## config.mk

```make
export PLATFORM = sky130hd
export DESIGN_NAME = rptr_empty_ctrl_flat
export DESIGN_NICKNAME = d
export VERILOG_FILES = /design/src/rtl/async_fifo_pkg.sv /design/src/rtl/rptr_empty_ctrl_if.sv /design/src/rtl/gray_sync.sv /design/src/rtl/rptr_empty_ctrl.sv /design/src/flat_wrapper.sv
export SDC_FILE = /design/constraint.sdc
export NUM_CORES = 1
export LEC_CHECK = 0
export CAP_MARGIN = 20
export CORE_ASPECT_RATIO = 0.9
export CORE_MARGIN = 4
export CORE_UTILIZATION = 52
export DETAILED_ROUTE_END_ITERATION = 8
export GPL_ROUTABILITY_DRIVEN = 0
export GPL_TIMING_DRIVEN = 0
export HOLD_SLACK_MARGIN = 0.05
export MAX_ROUTING_LAYER = met4
export PLACE_DENSITY = 0.81
export SYNTH_ARGS = -nofsm -noshare
export SYNTH_HDL_FRONTEND = slang
export SYNTH_HIERARCHICAL = 1
export SYNTH_SLANG_ARGS = --single-unit
```

## constraint.sdc

```tcl
create_clock -name rclk -period 4.1 [get_ports rclk]
set_clock_uncertainty 0.05 [all_clocks]
set_input_delay 0.615 -clock rclk [delete_from_list [all_inputs] [get_ports rclk]]
set_output_delay 0.615 -clock rclk [all_outputs]
set_load 0.1 [all_outputs]
```

## src/rtl/async_fifo_pkg.sv

```systemverilog
// Gray/binary conversion helpers shared by both FIFO pointer handlers.
// Functions work on a 32-bit carrier; callers zero-extend and truncate.
package async_fifo_pkg;

    localparam int GRAY_MAX_W = 32;

    typedef logic [GRAY_MAX_W-1:0] gvec_t;

    function automatic gvec_t bin2gray(input gvec_t b);
        return b ^ (b >> 1);
    endfunction

    // Zero upper bits pass through as zero, so any narrower width is exact
    function automatic gvec_t gray2bin(input gvec_t g);
        gvec_t b;
        b[GRAY_MAX_W-1] = g[GRAY_MAX_W-1];
        for (int i = GRAY_MAX_W - 2; i >= 0; i--) begin
            b[i] = b[i+1] ^ g[i];
        end
        return b;
    endfunction

endpackage

```

## src/rtl/rptr_empty_ctrl_if.sv

```systemverilog
// Read-side pointer/flag bundle between the FIFO read port and its handler.
// master drives the request and foreign pointer; slave is the handler.
interface rptr_empty_ctrl_if #(
    parameter int ADDR_W = 4
);
    logic              r_en;
    logic [ADDR_W:0]   g_wptr;
    logic [ADDR_W-1:0] raddr;
    logic [ADDR_W:0]   g_rptr;
    logic              empty;
    logic              almost_empty;
    logic [ADDR_W:0]   rd_count;
    logic              underflow;

    modport master (
        output r_en, g_wptr,
        input  raddr, g_rptr, empty, almost_empty, rd_count, underflow
    );

    modport slave (
        input  r_en, g_wptr,
        output raddr, g_rptr, empty, almost_empty, rd_count, underflow
    );
endinterface

```

## src/rtl/gray_sync.sv

```systemverilog
// Multi-flop synchroniser for a Gray-coded pointer crossing clock domains.
// The input feeds the first flop directly with no logic in between.
module gray_sync #(
    parameter int WIDTH  = 5,
    parameter int STAGES = 2
) (
    input  logic             rclk,
    input  logic             rrst_n,
    input  logic [WIDTH-1:0] i_d,
    output logic [WIDTH-1:0] o_q
);
    logic [WIDTH-1:0] r_sync [STAGES];

    always_ff @(posedge rclk or negedge rrst_n) begin
        if (!rrst_n) begin
            for (int i = 0; i < STAGES; i++) begin
                r_sync[i] <= '0;
            end
        end else begin
            r_sync[0] <= i_d;
            for (int i = 1; i < STAGES; i++) begin
                r_sync[i] <= r_sync[i-1];
            end
        end
    end

    assign o_q = r_sync[STAGES-1];
endmodule

```

## src/rtl/rptr_empty_ctrl.sv

```systemverilog
// Async FIFO read-pointer handler: read pointer, empty/almost-empty, level.
// Optional sticky underflow flag enabled by macro RPTR_UNDERFLOW_FLAG_EN.
module rptr_empty_ctrl
    import async_fifo_pkg::*;
#(
    parameter int ADDR_W      = 4,
    parameter int SYNC_STAGES = 2,
    parameter int AE_THRESH   = 2
) (
    input  logic           rclk,
    input  logic           rrst_n,
    rptr_empty_ctrl_if.slave bus
);
    localparam int PW = ADDR_W + 1;

    logic [PW-1:0] r_b_rptr;
    logic [PW-1:0] r_g_rptr;
    logic [PW-1:0] r_rd_count;
    logic          r_empty;
    logic          r_almost_empty;

    logic          w_rd;
    logic [PW-1:0] w_g_wptr_s;
    logic [PW-1:0] w_b_wptr_s;
    logic [PW-1:0] w_b_rptr_next;
    logic [PW-1:0] w_g_rptr_next;
    logic [PW-1:0] w_count_next;

    gray_sync #(
        .WIDTH  (PW),
        .STAGES (SYNC_STAGES)
    ) u_wptr_sync (
        .rclk   (rclk),
        .rrst_n (rrst_n),
        .i_d    (bus.g_wptr),
        .o_q    (w_g_wptr_s)
    );

    // Next-state values feed the flags so the last read empties at once
    always_comb begin
        w_rd          = bus.r_en && !r_empty;
        w_b_rptr_next = r_b_rptr + PW'(w_rd);
        w_g_rptr_next = PW'(bin2gray(gvec_t'(w_b_rptr_next)));
        w_b_wptr_s    = PW'(gray2bin(gvec_t'(w_g_wptr_s)));
        w_count_next  = w_b_wptr_s - w_b_rptr_next;
    end

    always_ff @(posedge rclk or negedge rrst_n) begin
        if (!rrst_n) begin
            r_b_rptr       <= '0;
            r_g_rptr       <= '0;
            r_rd_count     <= '0;
            r_empty        <= 1'b1;
            r_almost_empty <= 1'b1;
        end else begin
            r_b_rptr       <= w_b_rptr_next;
            r_g_rptr       <= w_g_rptr_next;
            r_rd_count     <= w_count_next;
            r_empty        <= (w_g_rptr_next == w_g_wptr_s);
            r_almost_empty <= (w_count_next <= PW'(AE_THRESH));
        end
    end

`ifdef RPTR_UNDERFLOW_FLAG_EN
    logic r_underflow;

    always_ff @(posedge rclk or negedge rrst_n) begin
        if (!rrst_n) begin
            r_underflow <= 1'b0;
        end else if (bus.r_en && r_empty) begin
            r_underflow <= 1'b1;
        end
    end

    assign bus.underflow = r_underflow;
`else
    assign bus.underflow = 1'b0;
`endif

    assign bus.raddr        = r_b_rptr[ADDR_W-1:0];
    assign bus.g_rptr       = r_g_rptr;
    assign bus.empty        = r_empty;
    assign bus.almost_empty = r_almost_empty;
    assign bus.rd_count     = r_rd_count;
endmodule

```

## src/flat_wrapper.sv

```systemverilog
// flat-port wrapper written by rule: the top's interface ports become plain ports
module rptr_empty_ctrl_flat import async_fifo_pkg::*;
#(
    parameter int ADDR_W      = 4,
    parameter int SYNC_STAGES = 2,
    parameter int AE_THRESH   = 2
)
  (rclk, rrst_n, bus_r_en, bus_g_wptr, bus_raddr, bus_g_rptr, bus_empty, bus_almost_empty, bus_rd_count, bus_underflow);
  rptr_empty_ctrl_if #(.ADDR_W(ADDR_W)) bus_i ();
  input  logic rclk;
  input  logic rrst_n;
  input wire logic [$bits(bus_i.r_en)-1:0] bus_r_en;
  input wire logic [$bits(bus_i.g_wptr)-1:0] bus_g_wptr;
  output wire logic [$bits(bus_i.raddr)-1:0] bus_raddr;
  output wire logic [$bits(bus_i.g_rptr)-1:0] bus_g_rptr;
  output wire logic [$bits(bus_i.empty)-1:0] bus_empty;
  output wire logic [$bits(bus_i.almost_empty)-1:0] bus_almost_empty;
  output wire logic [$bits(bus_i.rd_count)-1:0] bus_rd_count;
  output wire logic [$bits(bus_i.underflow)-1:0] bus_underflow;
  assign bus_i.r_en = bus_r_en;
  assign bus_i.g_wptr = bus_g_wptr;
  assign bus_raddr = bus_i.raddr;
  assign bus_g_rptr = bus_i.g_rptr;
  assign bus_empty = bus_i.empty;
  assign bus_almost_empty = bus_i.almost_empty;
  assign bus_rd_count = bus_i.rd_count;
  assign bus_underflow = bus_i.underflow;
  rptr_empty_ctrl #(.ADDR_W(ADDR_W), .SYNC_STAGES(SYNC_STAGES), .AE_THRESH(AE_THRESH)) u_core (.rclk(rclk), .rrst_n(rrst_n), .bus(bus_i));
endmodule
```

==> metrics.log <==
INFO  metric outcome = finished clean
INFO  metric num_rows = 16
INFO  metric detail-route-antenna-nets = 0
INFO  metric post_synth.cell_area_avg = between 10 and 15 µm²
INFO  metric drtIter0Drc = 6
INFO  metric design.core.area = about 2200 µm²
INFO  metric worst-setup-path-type = input pin to flop
INFO  metric wl_per_cell = 14.0 µm
INFO  metric place_inst = about 140
INFO  metric post-cts-setup-buffer-count = 0
INFO  metric synth.yosys.seq_area_share = between 50 and 60%
INFO  metric initial_core_util = a little over half
INFO  metric worst_ep_required_time = ~4.3 ns
INFO  metric startpoint_of_the_worst_slack_reg_to_reg_timing_path = u_core/u_wptr_sync/o_q[4]
INFO  metric worst_slew_margin_rel = a little over a third
INFO  metric track_usage = 15.7%
INFO  metric synthDistinctLibCells = 22
INFO  metric regToRegEndpoint = u_core/bus.almost_empty
INFO  metric gr-total-overflow = 0
INFO  metric clkLatencyLatePin = 0.32 ns
INFO  metric number_of_warnings_issued_by_yosys = 6
INFO  metric setup.worst_path.end_class = flop
INFO  metric floorplan.die_area = ~3100 µm²
INFO  metric clk_transition_reported_paths = 0.14 ns
INFO  metric area.growth.synth_to_final = 27.7%
INFO  metric timing.max_cap.violations = 0
INFO  metric synthesis.nets = roughly 100
INFO  metric post-route-period-util = about three quarters
INFO  metric nFillCells = between 150 and 200
INFO  metric layoutNonFillerInstCount = 141
INFO  metric reg2reg_setup_slack = roughly 1.1 ns
INFO  metric postSynthRegisterBits = 26
INFO  metric grt_setup_unrepaired = false
INFO  metric chipHeight = ~53 µm
INFO  metric r2r_cells = 10
INFO  metric cts_max_level = 1
INFO  metric cts-root-to-sink-buffers = 2
INFO  metric first_global_vias = around 710
INFO  metric half_perimeter_wire_length_of_the_detailed_placement_result = approximately 1400 µm
INFO  metric cp-start-kind = input pin
INFO  metric placement.io_buffers = 23
INFO  metric final_net_count = 130
INFO  metric synthCells = 86
INFO  metric final-setup-viol-count = 0
INFO  metric post_drt_via_cell_ratio = 4.91
INFO  metric drive_gt1_share = between 10% and 20%
INFO  metric insertedDiodeCount = 0
INFO  metric hold_class = flop to flop
INFO  metric cts.root.buffer_cell = clkbuf_4
INFO  metric vias = 693
INFO  metric antenna_found_initial = 0
INFO  metric cts.repair.resized = 0
INFO  metric grt_max_degree = 27
INFO  metric synthesis.area = 1170 µm²
INFO  metric die_x = 58.1 µm
INFO  metric finalMaxSlewViolations = 0
INFO  metric cts_inserted_buffers = 3
INFO  metric layout_min_cycle_time = 3.04 ns
INFO  metric crit_path_max_fanout = 5
INFO  metric hold_path.startpoint = u_core/u_wptr_sync/r_sync[5]
INFO  metric max_slew.worst_pin.slew = around 0.97 ns
INFO  metric routed_wirelength = roughly 2000 µm
INFO  metric hold_end = u_core/u_wptr_sync/o_q[0]
INFO  metric hold_viol = 0
INFO  metric cts_tree = done
INFO  metric drt_drc_violations_left = 0
INFO  metric postCtsHoldBufs = 0
INFO  metric cp_data_arrival_time = between 3 and 4 ns
INFO  metric cts.sink_count = 26
INFO  metric holdWs = approximately 0.31 ns
INFO  metric tns = 0 ns
INFO  metric boundaryPins = 25
INFO  metric first_pass_grt_wire_length = between 3000 and 4000 µm
INFO  metric hold-path-cell-count = 0
INFO  metric drtPass1Iterations = 4
INFO  metric clock.fmax = 329 MHz
per-layer routing:
metal | vias up | part of all wire, % | track usage, %
li1 | 326 | - | -
met1 | 340 | 41 | 18.9
met2 | 22 | 51 | 25.8
met3 | 5 | 6.4 | 4.15
met4 | 0 | 1.8 | 5.79
met5 | - | 0 | -
registers in the layout, summed over array words and instances, names as in the netlist:
name and flops:
u_core/bus.rd_count 5, u_core/bus.almost_empty 1, u_core/bus.empty 1, u_core/u_wptr_sync/r_sync 5
u_core/u_wptr_sync/o_q 5, u_core/r_b_rptr 5, u_core/bus.g_rptr 4
cell usage after synthesis, drive strengths merged:
cell type | n | share of area (%)
nand3 | 2 | 0.85
and3b | 1 | 0.75
and4b | 1 | 0.85
a2111oi | 1 | 1.3
conb | 1 | 0.32
a21o | 2 | 1.3
dfrtp | 24 | 51
dfstp | 2 | 4.5
xnor2 | 15 | 11
ha | 6 | 6.4
xor2 | 6 | 4.5
a311oi | 1 | 0.75
a21oi | 2 | 0.85
nand4 | 1 | 0.53
a31oi | 1 | 0.53
xor3 | 2 | 4.2
buf | 8 | 5.1
nand2 | 1 | 0.32
fa | 1 | 1.7
nor2b | 2 | 1.1
inv | 6 | 1.9
cell usage in the layout (no fill, tap or decap), drive strengths merged, types with 5 or more instances in the layout:
master and instances:
xnor2 15, clkdlybuf4s50 23, xor2 6, clkbuf 5
buf 8, ha 6, inv 6, dfrtp 24
kinds of logic (layout without fill, tap and decap cells):
logic type | Yosys count | after routing | synth area share [%]
XOR/XNOR | 23 | 23 | 19.8
adder cells (fa/ha/maj) | 7 | 7 | 8.10
other | 1 | 1 | 0.320
AO/OA/AOI/OAI | 7 | 7 | 4.69
buffers and inverters | 14 | 42 | 7.04
AND/OR/NAND/NOR | 8 | 8 | 4.37
flip-flops | 26 | 26 | 55.7
final cells by class:
class / instances / area [µm²] / area share, %
inverters: 6 / 22.5 / 1.50
well taps: 27 / 33.8 / 2.25
flip-flops and latches: 26 / 653 / 43.6
plain buffers: 8 / 60.1 / 4.01
multi-input cells: 46 / 438 / 29.2
clock buffers: 4 / 36.3 / 2.42
repair buffers: 24 / 255 / 17.0
metrics by stage:
stage	utilization [%]	worst slack (ns)	instance area (µm²)
after global placement	66.5	0.776	1440
after global routing	69.3	0.826	1500
final	69.3	1.06	1500
after detailed placement	66.5	0.730	1440
after CTS	68.2	1.05	1470
after floorplan	-	1.23	1170
critical path: stages:
cell,delay (ns)
clkdlybuf4s50_1,0.44
nor2b_1,0.22
ha_1,0.32
nand3_1,0.12
xor2_1,0.32
ha_1,0.34
a21o_1,0.19
a31oi_1,0.17
xnor2_1,0.13
a2111oi_2,0.36
how the worst max path moves through the flow:
stage | to | startpoint | slack [ns]
floorplan | u_core/bus.almost_empty | u_core/r_b_rptr[0] | 1.23
global placement | u_core/bus.almost_empty | bus_r_en | 0.78
detailed placement | u_core/bus.almost_empty | bus_r_en | 0.73
CTS | u_core/bus.almost_empty | bus_r_en | 1.05
global route | u_core/bus.almost_empty | bus_r_en | 0.83
finish | u_core/bus.almost_empty | bus_r_en | 1.06
Power is not shown: default switching activity piles up to over one toggle a cycle in this logic, so the estimate is an artifact.
